===== config.mk =====
export PLATFORM = sky130hd
export DESIGN_NAME = regfile_arbiter
export DESIGN_NICKNAME = d
export VERILOG_FILES = /design/src/rtl/rf_pkg.sv /design/src/rtl/rf_rsp_slot.sv /design/src/rtl/regfile_arbiter.sv
export SDC_FILE = /design/constraint.sdc
export NUM_CORES = 1
export LEC_CHECK = 0
export ABC_AREA = 1
export BUFFER_PORTS_ARGS = -buffer_cell sky130_fd_sc_hd__buf_2
export CAP_MARGIN = 20
export CORE_MARGIN = 3
export CORE_UTILIZATION = 45
export DETAILED_ROUTE_END_ITERATION = 8
export HOLD_SLACK_MARGIN = 0.06
export PLACE_DENSITY = 0.94
export SYNTH_ARGS = -nofsm -noshare
export SYNTH_HDL_FRONTEND = slang
export SYNTH_SLANG_ARGS = --single-unit

===== constraint.sdc =====
create_clock -name clk -period 4.65 [get_ports clk]
set_input_delay 0.6975 -clock clk [delete_from_list [all_inputs] [get_ports clk]]
set_output_delay 0.6975 -clock clk [all_outputs]
set_load 0.05 [all_outputs]

===== src/rtl/rf_pkg.sv =====
// Shared definitions for the register file arbiter.
// Register file geometry, arbitration mode encodings and lock FSM states.
package rf_pkg;

  localparam int RF_AW = 4;
  localparam int RF_DW = 16;

  localparam int PRIO_RR    = 0;
  localparam int PRIO_FIXED = 1;

  typedef enum logic [1:0] {
    LK_UNLOCKED = 2'd0,
    LK_LOCKED0  = 2'd1,
    LK_LOCKED1  = 2'd2
  } lock_state_t;

endpackage


===== src/rtl/rf_rsp_slot.sv =====
// One response holding slot for a requester port.
// Ports:
//   clk, reset        clock and asynchronous active-low reset
//   load              capture op1_in/op2_in and mark the slot valid
//   consume           the consumer takes the current contents
//   op1_in, op2_in    register file read data to capture
//   valid, op1, op2   held response
//   free              the slot can accept a new load this cycle
module rf_rsp_slot
  import rf_pkg::*;
(
  input  logic             clk,
  input  logic             reset,
  input  logic             load,
  input  logic             consume,
  input  logic [RF_DW-1:0] op1_in,
  input  logic [RF_DW-1:0] op2_in,
  output logic             valid,
  output logic [RF_DW-1:0] op1,
  output logic [RF_DW-1:0] op2,
  output logic             free
);

  // A slot being drained this cycle can be refilled in the same cycle.
  assign free = !valid || consume;

  always_ff @(posedge clk or negedge reset) begin
    if (!reset) begin
      valid <= 1'b0;
      op1   <= '0;
      op2   <= '0;
    end else if (load) begin
      valid <= 1'b1;
      op1   <= op1_in;
      op2   <= op2_in;
    end else if (consume) begin
      valid <= 1'b0;
    end
  end

endmodule


===== src/rtl/regfile_arbiter.sv =====
// Two-port arbiter in front of a single 16x16 register file.
// Port 0 is the datapath control unit, port 1 the debug/load port.
// One access is granted per cycle (round-robin or fixed priority); each
// access returns both read operands through a registered response slot.
// A port may hold the grant across beats with reqN_lock.
// Ports:
//   clk, reset                       clock, asynchronous active-low reset
//   reqN_valid/ready/write/lock      request handshake and controls
//   reqN_addr1/addr2/wdata           operand addresses and write data
//   rspN_valid/ready/op1/op2         response channel
//   rf_readReg1/readReg2/wrData/RegWrite  register file drive
//   rf_op1/rf_op2                    register file combinational read data
//
// state       | meaning
// LK_UNLOCKED | normal arbitration between eligible ports
// LK_LOCKED0  | only port 0 may be granted
// LK_LOCKED1  | only port 1 may be granted
module regfile_arbiter
  import rf_pkg::*;
#(
  parameter int PRIO_MODE = PRIO_RR
)
(
  input  logic             clk,
  input  logic             reset,
  input  logic             req0_valid,
  output logic             req0_ready,
  input  logic             req0_write,
  input  logic             req0_lock,
  input  logic [RF_AW-1:0] req0_addr1,
  input  logic [RF_AW-1:0] req0_addr2,
  input  logic [RF_DW-1:0] req0_wdata,
  output logic             rsp0_valid,
  input  logic             rsp0_ready,
  output logic [RF_DW-1:0] rsp0_op1,
  output logic [RF_DW-1:0] rsp0_op2,
  input  logic             req1_valid,
  output logic             req1_ready,
  input  logic             req1_write,
  input  logic             req1_lock,
  input  logic [RF_AW-1:0] req1_addr1,
  input  logic [RF_AW-1:0] req1_addr2,
  input  logic [RF_DW-1:0] req1_wdata,
  output logic             rsp1_valid,
  input  logic             rsp1_ready,
  output logic [RF_DW-1:0] rsp1_op1,
  output logic [RF_DW-1:0] rsp1_op2,
  output logic [RF_AW-1:0] rf_readReg1,
  output logic [RF_AW-1:0] rf_readReg2,
  output logic [RF_DW-1:0] rf_wrData,
  output logic             rf_RegWrite,
  input  logic [RF_DW-1:0] rf_op1,
  input  logic [RF_DW-1:0] rf_op2
);

  lock_state_t lock_state;
  logic        last_grant;   // index of the port granted most recently
  logic        free0, free1;
  logic        elig0, elig1;
  logic        grant0, grant1;

  // Reset gates eligibility so nothing reaches the register file while
  // reset is held, even with requests pending.
  assign elig0 = reset && req0_valid && free0;
  assign elig1 = reset && req1_valid && free1;

  always_comb begin
    grant0 = 1'b0;
    grant1 = 1'b0;
    case (lock_state)
      LK_LOCKED0: grant0 = elig0;
      LK_LOCKED1: grant1 = elig1;
      default: begin
        if (PRIO_MODE == PRIO_FIXED) begin
          grant0 = elig0;
          grant1 = elig1 && !elig0;
        end else if (elig0 && elig1) begin
          grant0 = last_grant;
          grant1 = !last_grant;
        end else begin
          grant0 = elig0;
          grant1 = elig1;
        end
      end
    endcase
  end

  assign req0_ready = grant0;
  assign req1_ready = grant1;

  always_comb begin
    rf_readReg1 = '0;
    rf_readReg2 = '0;
    rf_wrData   = '0;
    rf_RegWrite = 1'b0;
    if (grant0) begin
      rf_readReg1 = req0_addr1;
      rf_readReg2 = req0_addr2;
      rf_wrData   = req0_wdata;
      rf_RegWrite = req0_write;
    end else if (grant1) begin
      rf_readReg1 = req1_addr1;
      rf_readReg2 = req1_addr2;
      rf_wrData   = req1_wdata;
      rf_RegWrite = req1_write;
    end
  end

  // Lock FSM and last-grant pointer; a lock is only entered or left by an
  // accepted beat of its owner, never by dropping valid.
  always_ff @(posedge clk or negedge reset) begin
    if (!reset) begin
      lock_state <= LK_UNLOCKED;
      last_grant <= 1'b1;
    end else if (grant0) begin
      last_grant <= 1'b0;
      lock_state <= req0_lock ? LK_LOCKED0 : LK_UNLOCKED;
    end else if (grant1) begin
      last_grant <= 1'b1;
      lock_state <= req1_lock ? LK_LOCKED1 : LK_UNLOCKED;
    end
  end

  rf_rsp_slot u_slot0 (
    .clk     (clk),
    .reset   (reset),
    .load    (grant0),
    .consume (rsp0_ready),
    .op1_in  (rf_op1),
    .op2_in  (rf_op2),
    .valid   (rsp0_valid),
    .op1     (rsp0_op1),
    .op2     (rsp0_op2),
    .free    (free0)
  );

  rf_rsp_slot u_slot1 (
    .clk     (clk),
    .reset   (reset),
    .load    (grant1),
    .consume (rsp1_ready),
    .op1_in  (rf_op1),
    .op2_in  (rf_op2),
    .valid   (rsp1_valid),
    .op1     (rsp1_op1),
    .op2     (rsp1_op2),
    .free    (free1)
  );

endmodule


Word-level counts from Yosys, hierarchy flattened
Index checks and enable logic that the tools add are counted.
- register bits: 69
- bits of input ports: 90
- output and inout bits: 93
- word-level logic and storage cells: 45
- equal/unequal tests: 2
- reductions and logical operators: 13
- mux-type cells: 22
- operator list (operator ; number):
    two-way mux 16 bit ; 2
    two-way mux 4 bit ; 4
    two-way mux 1 bit ; 11
    two-way mux 2 bit ; 3
    nonzero test 2 bit ; 3
    logical AND 1 bit ; 5
    case mux 1 bit (2 select lines) ; 2
    logical NOT 1 bit ; 3
    == test 2 x 1 -> 1 bit, second input constant ; 1
    == test 2 bit, second input constant ; 1
    logical OR 1 bit ; 2

Logic depth before layout (Yosys ltp)
- depth after elaboration: 8
- mapped depth: 11

By module
A second synthesis with hierarchy kept.
- cell total of the unflattened synthesis: 453
- area total of the unflattened synthesis: 3513.4 um^2
- modules (own cells, without submodules) (module ; cells each ; times used ; sequential area each (um^2) ; area an instance (um^2)):
    rf_rsp_slot ; 140 ; 2 ; 825.8 ; 1326.3
    regfile_arbiter ; 173 ; 1 ; 76.3 ; 860.8

Worst setup path before layout
OpenSTA, ideal clock, no wires.
- path kind: in2out
- start point: input port rsp0_ready
- end point: output port rf_readReg1[0]
- arrival time: 1.820 ns
- path buffers: 1
- required time: 3.953 ns
- stages: 9
- slack: 2.132 ns
- cell sequence: inv_1 nand2_1 nand2_1 nor2_2 nand2_2 inv_2 buf_4 nand2_1 nand2_1
- RTL lines (item ; RTL line ; text):
    from (decl) ; regfile_arbiter.sv:34 ; input logic rsp0_ready,
    logical OR 1 bit * ; rf_rsp_slot.sv:25 ; assign free = !valid || consume;
    logical AND 1 bit * ; regfile_arbiter.sv:64 ; assign elig0 = reset && req0_valid && free0;
    logical AND 1 bit ; regfile_arbiter.sv:77 ; end else if (elig0 && elig1) begin
    two-way mux 1 bit ; regfile_arbiter.sv:77 ;
    case mux 1 bit (2 select lines) * ; regfile_arbiter.sv:70 ; case (lock_state)
    net req0_ready ; regfile_arbiter.sv:27 ; output logic req0_ready,
    two-way mux 4 bit * ; regfile_arbiter.sv:96 ; if (grant0) begin
    to (decl) ; regfile_arbiter.sv:48 ; output logic [RF_AW-1:0] rf_readReg1,
Mark *: on every way through the listed nets, which the timed path passes. The rest lies on a longest branch.

Final worst setup path
- start point: register lock_state[1]
- end point: output port rf_wrData[1]
- cells in the longest elaborated chain, start to end: 4
- ends and longest elaborated chain (item ; RTL line ; text):
    from (decl) ; regfile_arbiter.sv:56 ; lock_state_t lock_state;
    from (signal assigned) ; regfile_arbiter.sv:117 ; lock_state <= req0_lock ? LK_LOCKED0 : LK_UNLOCKED;
    from (signal assigned) ; regfile_arbiter.sv:120 ; lock_state <= req1_lock ? LK_LOCKED1 : LK_UNLOCKED;
    == test 2 bit or == test 2 x 1 -> 1 bit (tied branches) ; regfile_arbiter.sv:70 ;
    case mux 1 bit (2 select lines) ; regfile_arbiter.sv:70 ;
    two-way mux 16 bit ; regfile_arbiter.sv:101 ; end else if (grant1) begin
    two-way mux 16 bit * ; regfile_arbiter.sv:96 ;
    to (decl) ; regfile_arbiter.sv:50 ; output logic [RF_DW-1:0] rf_wrData,
Every way passes the cells marked *; elsewhere a longest branch is shown, timed or not.

==> reports/qor.yml <==
ctsRootBufferMaster: "clkbuf_8"
synth.yosys.seq_area_share: 0.543
final_antenna_net_count: 0
detail_route.iter0.violations: 156
layout_min_cycle_time_ps: 3450
clk_pin_slew_ps: 70
clk_latency_ps: 320
ff2ff_setup_slack_ps: 2400
required_ps: 3950
status: "finished, final reports clean"
max_stage_delay_ps: 650
hpwlAfterDp_um: 7120
setup_violations: 0
slew_headroom: 0.416
netlist-cell-type-count: 21
synth_top_area_cell: "dfrtp_1"
drtPass1Iterations: 4
hold_class: "in -> async"
layout_common_cells: "buf_2, nand2_1, dfrtp_1, o21ai_0, inv_1"
endpoint_kind: "primary output"
cts_tree: "done"
start_util: 0.466
dr_total_vias: 3083
ys_warn_count: 0
netlist_area_um2: 3180
path_cells: "ha_1, inv_2, nor2_2, nand3_1, nand2_2, buf_4, nand3_1, nand2_1, buf_2"
pwr_density_cell_nw_per_um2: 889
htreeDepth: 3
wl_per_cell_um: 14.6
nFillCells: 626
slew_viol_final: 0
fp-row-count: 30
areaGrowthSynthToFinish_pct: 34.1
hold_viol: 0
cp_num_buf_inv: 3
syn_avg_cell_area_um2: 8.69
drv_cap: 0
max_freq_mhz: 290
final_common_cell: "buf_2"
p_leak_nw: 2.55
gp_congestion: 0.880
die_w_um: 90.1
cpMaxStageDelayCell: "buf_4"
grt_overflow: 0
vias_per_cell: 4.80
worstPathArrival_ps: 2750
ir_drop_mv: 0.486
ctsResizeCount: 0
fp.dieH_um: 90.1
worstPathMaxFanout: 94
cts.sinks: 69
cpMostUsedCell: "nand3_1"
grt_pass1_wl_um: 15400
cts_buffer_depth: 2
synth.top_cell.area_share: 0.535
holdWs_ps: 158
fp.dieArea_um2: 8120
crit_family: "buffers and inverters"
worst_pin_slew_ps: 876
grt_usage: 0.237
grt_pass1_vias: 3135
postCtsSetupBuffers: 0
syn-num-nets: 458
tns_ps: 0
core_area_um2: 6830
cts_buffers: 9
crit_type: "reg -> out"
diodes: 0
skew_ps: 9.45
wl_um: 9350
antenna_found_initial: 0
nNetsFinal: 633
cts_hold_buf: 0
start_kind: "flop"
synth_area_leaders: "dfrtp_1, nand2_1, o21ai_0"
drive_above_1_share: 0.408
port-buffer-count: 182
drc: 0
finalCritPeriodShare: 0.742
synthCells: 366
pin_count: 183
grt_setup_unrepaired: "false"
grt_max_degree: 95
ys_ff_latch: 69
[sequential cells by signal, indices dropped and copies added, names as in the netlist]
register	flops
u_slot1.valid	1
u_slot0.op2	16
u_slot1.op1	16
lock_state	2
u_slot0.valid	1
last_grant	1
u_slot1.op2	16
u_slot0.op1	16
[cells by family (layout without fill, tap and decap cells)]
| kind of cell | count (synthesis) | count (layout) | share of synthesized area |
|---|---|---|---|
| flip-flops | 69 | 69 | 0.543 |
| AO/OA/AOI/OAI | 65 | 65 | 0.107 |
| adder cells (fa/ha/maj) | 2 | 2 | 0.00786 |
| AND/OR/NAND/NOR | 166 | 166 | 0.232 |
| buffers and inverters | 64 | 244 | 0.111 |
[area by class of cell]
| class | count | area [um2] | share of cell area |
|---|---|---|---|
| timing repair buffer | 185 | 953 | 0.223 |
| clock buffer | 13 | 159 | 0.0372 |
| inverter | 43 | 161 | 0.0378 |
| multi-input combinational | 233 | 1100 | 0.258 |
| tap | 96 | 120 | 0.0281 |
| clock inverter | 3 | 43.8 | 0.0103 |
| sequential | 69 | 1730 | 0.405 |
[final timing paths]
| kind | startpoint | end | cells after the start |
|---|---|---|---|
| min in group clk | u_slot1.op1[2] | u_slot1.op1[2] | 2 |
| setup / recovery | lock_state[1] | rf_wrData[1] | 9 |
| hold / removal | reset | lock_state[1] | 1 |
| hold reg to reg | u_slot1.op1[2] | u_slot1.op1[2] | 2 |
| max in group asynchronous | reset | u_slot1.op1[3] | 2 |
| setup reg to reg | lock_state[1] | lock_state[1] | 8 |
[per-layer routing]
| layer | wire length [um] | global-route usage |
|---|---|---|
| met2 | 4790 | 0.413 |
| met5 | 0 | 0 |
| met1 | 3530 | 0.268 |
| met3 | 634 | 0.0544 |
| met4 | 388 | 0.130 |
[cell usage after synthesis, drive strengths merged]
| cell type | number |
|---|---|
| buf | 16 |
| clkbuf | 5 |
| dfrtp | 68 |
| dfstp | 1 |
| ha | 2 |
| inv | 43 |
| nand2 | 129 |
| nand3 | 30 |
| nand3b | 1 |
| nor2 | 6 |
| o21ai | 65 |
[report_power, final]
group | leakage (nW) | internal (W) | total [W] | switching [W]
logic | 1.58 | 0.000472 | 0.00227 | 0.00180
clock network | 0.104 | 0.000278 | 0.000489 | 0.000211
registers | 0.860 | 0.000887 | 0.00104 | 0.000152
[worst reg2reg max path: stages (launching register included)]
cell	delay, ps
dfrtp_1	420
ha_1	350
inv_2	60
nor2_2	70
nand3_1	100
nand2_2	100
buf_4	650
nand3_1	290
nand2_1	130
[per-stage QoR]
stage	instances	total power, W	util	setup WS [ps]	instance area [um2]
floorplan	366	0.00281	-	2130	3180
global placement	625	0.00326	0.591	1480	4040
detailed placement	626	0.00333	0.595	1420	4070
CTS	642	0.00382	0.625	1160	4270
global route	642	0.00402	0.625	947	4270
finish	642	0.00380	0.625	1200	4270
No activity file was read; power rests on OpenSTA's default activity.
